<file path="src/rtl/interrupt_sequencer.sv">
// Interrupt entry/return sequencer driving the register file's backup, return-address and flag ports.
// Define IRQ_MASK_EN to add a software-writable per-source mask (mask_input/mask_write).
module interrupt_sequencer #(
    parameter logic [15:0] VECTOR_BASE   = 16'h0010,
    parameter logic [15:0] VECTOR_STRIDE = 16'h0004
) (
    input  logic        clk,
    input  logic        rst_n,
`ifdef IRQ_MASK_EN
    input  logic [8:0]  mask_input,
    input  logic        mask_write,
`endif
    input  logic [8:0]  irq_request,
    input  logic        global_enable,
    input  logic        insn_boundary,
    input  logic [15:0] current_pc,
    input  logic        reti_req,
    input  logic [15:0] return_address_output,
    output logic        r_backup,
    output logic        r_restore,
    output logic [15:0] return_address_input,
    output logic        return_address_write,
    output logic [8:0]  interrupt_input,
    output logic        interrupt_write,
    output logic        vector_valid,
    output logic [15:0] vector_addr,
    output logic        return_valid,
    output logic [15:0] return_pc,
    output logic        in_isr
);

    typedef enum logic [2:0] {
        IDLE, BACKUP, SAVE_RA, VECTOR, ISR, RESTORE, RETURN
    } state_t;

    state_t      state_reg, state_next;
    logic [8:0]  pending_reg, pending_next;
    logic [8:0]  clear_mask;
    logic [8:0]  eligible;
    logic [3:0]  active_idx_reg, active_idx_next, lowest_idx;
    logic [15:0] saved_pc_reg, saved_pc_next;

`ifdef IRQ_MASK_EN
    logic [8:0] mask_reg;

    always_ff @(posedge clk or negedge rst_n) begin
        if (!rst_n)
            mask_reg <= 9'h1FF;
        else if (mask_write)
            mask_reg <= mask_input;
    end

    // Masked sources still latch into pending; they are only excluded from selection.
    assign eligible = pending_reg & mask_reg;
`else
    assign eligible = pending_reg;
`endif

    genvar gi;
    generate
        for (gi = 0; gi < 9; gi++) begin : g_clear
            assign clear_mask[gi] = (state_reg == RESTORE) && (active_idx_reg == 4'(gi));
        end
    endgenerate

    // New requests are OR-ed in after the clear so a same-cycle re-request survives.
    assign pending_next = (pending_reg & ~clear_mask) | irq_request;

    always_comb begin
        lowest_idx = 4'd0;
        for (int i = 8; i >= 0; i--) begin
            if (eligible[i])
                lowest_idx = 4'(i);
        end
    end

    always_comb begin
        state_next      = state_reg;
        active_idx_next = active_idx_reg;
        saved_pc_next   = saved_pc_reg;
        case (state_reg)
            IDLE: begin
                if (global_enable && insn_boundary && (eligible != 9'd0)) begin
                    state_next      = BACKUP;
                    active_idx_next = lowest_idx;
                    saved_pc_next   = current_pc;
                end
            end
            BACKUP:  state_next = SAVE_RA;
            SAVE_RA: state_next = VECTOR;
            VECTOR:  state_next = ISR;
            ISR: begin
                if (reti_req)
                    state_next = RESTORE;
            end
            RESTORE: state_next = RETURN;
            RETURN:  state_next = IDLE;
            default: state_next = IDLE;
        endcase
    end

    always_ff @(posedge clk or negedge rst_n) begin
        if (!rst_n) begin
            state_reg      <= IDLE;
            pending_reg    <= 9'd0;
            active_idx_reg <= 4'd0;
            saved_pc_reg   <= 16'd0;
        end else begin
            state_reg      <= state_next;
            pending_reg    <= pending_next;
            active_idx_reg <= active_idx_next;
            saved_pc_reg   <= saved_pc_next;
        end
    end

    // Outputs are registered from the next state so each strobe lines up with its state.
    always_ff @(posedge clk or negedge rst_n) begin
        if (!rst_n) begin
            r_backup             <= 1'b0;
            r_restore            <= 1'b0;
            return_address_input <= 16'd0;
            return_address_write <= 1'b0;
            interrupt_input      <= 9'd0;
            interrupt_write      <= 1'b0;
            vector_valid         <= 1'b0;
            vector_addr          <= 16'd0;
            return_valid         <= 1'b0;
            return_pc            <= 16'd0;
            in_isr               <= 1'b0;
        end else begin
            r_backup             <= (state_next == BACKUP);
            r_restore            <= (state_next == RESTORE);
            return_address_write <= (state_next == SAVE_RA);
            vector_valid         <= (state_next == VECTOR);
            return_valid         <= (state_next == RETURN);
            in_isr               <= (state_next != IDLE) && (state_next != RETURN);
            interrupt_input      <= pending_next;
            interrupt_write      <= (pending_next != pending_reg);
            if (state_next == SAVE_RA)
                return_address_input <= saved_pc_reg;
            if (state_next == VECTOR)
                vector_addr <= VECTOR_BASE + VECTOR_STRIDE * {12'd0, active_idx_reg};
            if (state_next == RETURN)
                return_pc <= return_address_output;
        end
    end

endmodule

</file>
<file path="config.mk">
export PLATFORM = sky130hd
export DESIGN_NAME = interrupt_sequencer
export DESIGN_NICKNAME = d
export VERILOG_FILES = /design/src/rtl/interrupt_sequencer.sv
export SDC_FILE = /design/constraint.sdc
export NUM_CORES = 1
export LEC_CHECK = 0
export BUFFER_PORTS_ARGS = -buffer_cell sky130_fd_sc_hd__buf_4
export CELL_PAD_IN_SITES_DETAIL_PLACEMENT = 0
export CELL_PAD_IN_SITES_GLOBAL_PLACEMENT = 2
export CORE_ASPECT_RATIO = 0.75
export CORE_MARGIN = 10
export CORE_UTILIZATION = 34
export CTS_CLUSTER_SIZE = 14
export DETAILED_ROUTE_END_ITERATION = 8
export HOLD_SLACK_MARGIN = 0.1
export PLACE_DENSITY_LB_ADDON = 0.15
export SYNTH_ARGS = -nofsm -noshare
export SYNTH_HDL_FRONTEND = slang
export SYNTH_SLANG_ARGS = --single-unit
</file>
<file path="constraint.sdc">
create_clock -name clk -period 3.48 [get_ports clk]
set_input_delay 0.696 -clock clk [delete_from_list [all_inputs] [get_ports clk]]
set_output_delay 0.696 -clock clk [all_outputs]
set_load 0.005 [all_outputs]
</file>
==> results.md <==
- Status: finished, final reports clean
- Clock latency at the later pin of the worst-skew pair: 0.33 ns
- Area leader, netlist: dfrtp_1
- Crit Path Category: flip-flop to flip-flop
- Cell row count: 31
- Critical path's top delay family: buffers and inverters
- Core box area: 0.009619 mm²
- Vias/cell: 4.511
- H-tree depth: 3
- #FFs+latches synth: 76
- Total Die Area: 0.01418 mm²
- Seq/Total Area, Yosys: 57.16%
- Final Skew: 0.005858 ns
- DR DRC count: 0
- Resized cells post-CTS: 0
- Slew Limit Fails: 0
- CP max stage cell: inv_1
- Clock buffer depth: 2
- Worst vdd ir: 0.0003281 V
- Multi-input gate area: 0.001275 mm²
- Endpoints failing setup: 0
- First-pass GRT wire length: 13.97 mm
- CP Data Required Time: 3.70 ns
- Fmax: 500.2 MHz
- CP cell instances: nand3b_1 > buf_4 > inv_1 > nand2_1 > o31ai_1 > nand2_1
- NumNets Final: 436
- Largest net degree at the start of global routing: 77
- Setup TNS: 0 ns
- Final global-route overflow total: 0
- CP max FO: 21
- Global-route usage over all layers: 12.43%
- Top post-synthesis cells by area: dfrtp_1, nand2_1, mux2_4
- Crit share post-route: 57.45%
- Die Y: 105.7 µm
- Synth Flop Type: dfrtp_1
- DRT Wirelength: 8.474 mm
- Routability Congestion: 0.7865
- # fillers: 926
- Final core utilization: 45.77%
- Worst Path Buf+Inv: 2
- Port Buffers: 98
- CTS tree: built
- Antenna violations before repair: 0
- Syn_area_per_cell: 11.55 µm²
- Post-synth design cell area: 0.003327 mm²
- Critical Path Start Type: flip-flop
- HP Class: flip-flop to flip-flop
- Initial Util: 34.59%
- Number of synthesized flops with an enable pin: 0
- Commonest cells in the netlist: dfrtp_1, nand2_1, mux2_2
- Tmin final: 1.999 ns
- Most used cell, CP: nand2_1
- Max Cap Viol: 0
- Worst-margin pin slew: 0.9630 ns
- WL/cell: 16.26 µm
- CTS sink count: 76
- Unrepaired setup endpoints after global routing: false
- Synth-to-Final Area Change: 32.34%
- Chip width: 134.2 µm
- P per Cell Area: 788.7 mW/mm²
- CTS root buffer: clkbuf_16
- Synthesized instance count: 288
- YS warnings: 0
- HPWL Detailed: 6.130 mm
- Vias in the first global route: 2,571
- Vias: 2,350
- CTS Hold Buffers Added: 0
- Clock transition at path regs: 0.06 ns
- Fraction of layout cells with a size suffix above 1: 39.07%
- Synth cell types: 41
- CTS Buf Count: 9
- CP endpoint kind: flip-flop
- Async SR Flop Fraction: 100.0%
- I/O pin count: 110
- WP data arrival: 2.22 ns
- Slew HR: 35.73%
- Drt first pass iters: 4
- Max incr delay on CP: 0.52 ns
- ANT nets after route: 0
- Initial DRC Count: 88
- Setup Fix Bufs, Post-CTS: 0
- Post-synth top area share: 57.16%
- Hold Vio Cnt, Final: 0
- Leakage: 2.167 nW
- FF/Latch Area: 0.001902 mm²
- Antenna cells: 0
-- placed cells by master, fill, tap and decap left out, drive strengths merged, types with 4 or more instances in the layout --
cell type and instances:
o21ai 10, mux2 35, buf 99, nor2 5, clkbuf 11, a21oi 4, nand2b 11, ha 4
dfrtp 76, nand2 76, inv 12, conb 11
-- power by group --
part	internal (W)	switching [W]	total [W]	leakage (nW)
Sequential	0.00124	0.000221	0.00146	0.905
Combinational	0.000677	0.000447	0.00112	1.13
Clock	0.000545	0.000342	0.000887	0.135
Total	0.00246	0.00101	0.00347	2.17
-- final cells by class --
type	instances	area share (%)
multi-input combinational	188	28.96
tap	132	3.751
timing repair buffer	99	16.88
clock buffer	11	5.286
clock inverter	3	0.9093
inverter	12	1.023
sequential	76	43.19
-- worst paths after layout --
kind,slack [ns],start,to,cells after the start
max,1.48,state_reg[1],interrupt_input[4],6
min in group asynchronous,0.49,rst_n,return_pc[10],1
min reg2reg,0.47,return_pc[7],return_pc[7],2
max reg2reg,1.48,state_reg[1],interrupt_input[4],6
max in group asynchronous,2.35,rst_n,return_address_input[2],1
min,0.47,return_pc[7],return_pc[7],2
-- layer usage --
| metal | vias up | track usage, % | share of wire [%] |
|---|---|---|---|
| met5 | - | 0 | 0 |
| met4 | 0 | 4.031 | 1.2 |
| met3 | 11 | 5.787 | 7.8 |
| met2 | 90 | 17.39 | 42 |
| met1 | 1108 | 16.53 | 49 |
| li1 | 1141 | - | - |
-- tightest hold or removal path: cells and delay by family (launching register included) --
kind | cells | cell delay, ns
simple gates | 2 | 0.10
flops | 1 | 0.34
-- kinds of logic after synthesis --
logic type / after synthesis / share of synthesized area [%]
other: 1 / 0.1127
buffers and inverters: 34 / 5.641
adders and majority gates: 4 / 1.504
xor gates and xnor gates: 1 / 0.2633
and+or+nand+nor: 107 / 15.27
DFF: 76 / 57.16
AOI/OAI and AO/OA: 29 / 5.980
muxes: 36 / 14.07
-- metrics by stage --
step                      cells  hold slack [ns]  area [µm²]  setup WS (ns)  power [W]
after global routing        521           0.5049        4403          1.302   0.003733
after floorplan             298           0.4004        3364          1.611   0.002048
after global placement      507           0.4595        4130          1.486   0.002603
after detailed placement    507           0.4656        4130          1.470   0.002618
after CTS                   521           0.4791        4403          1.469   0.003532
final                       521           0.4745        4403          1.481   0.003472
Note: power is estimated with default switching activity, not from simulation.
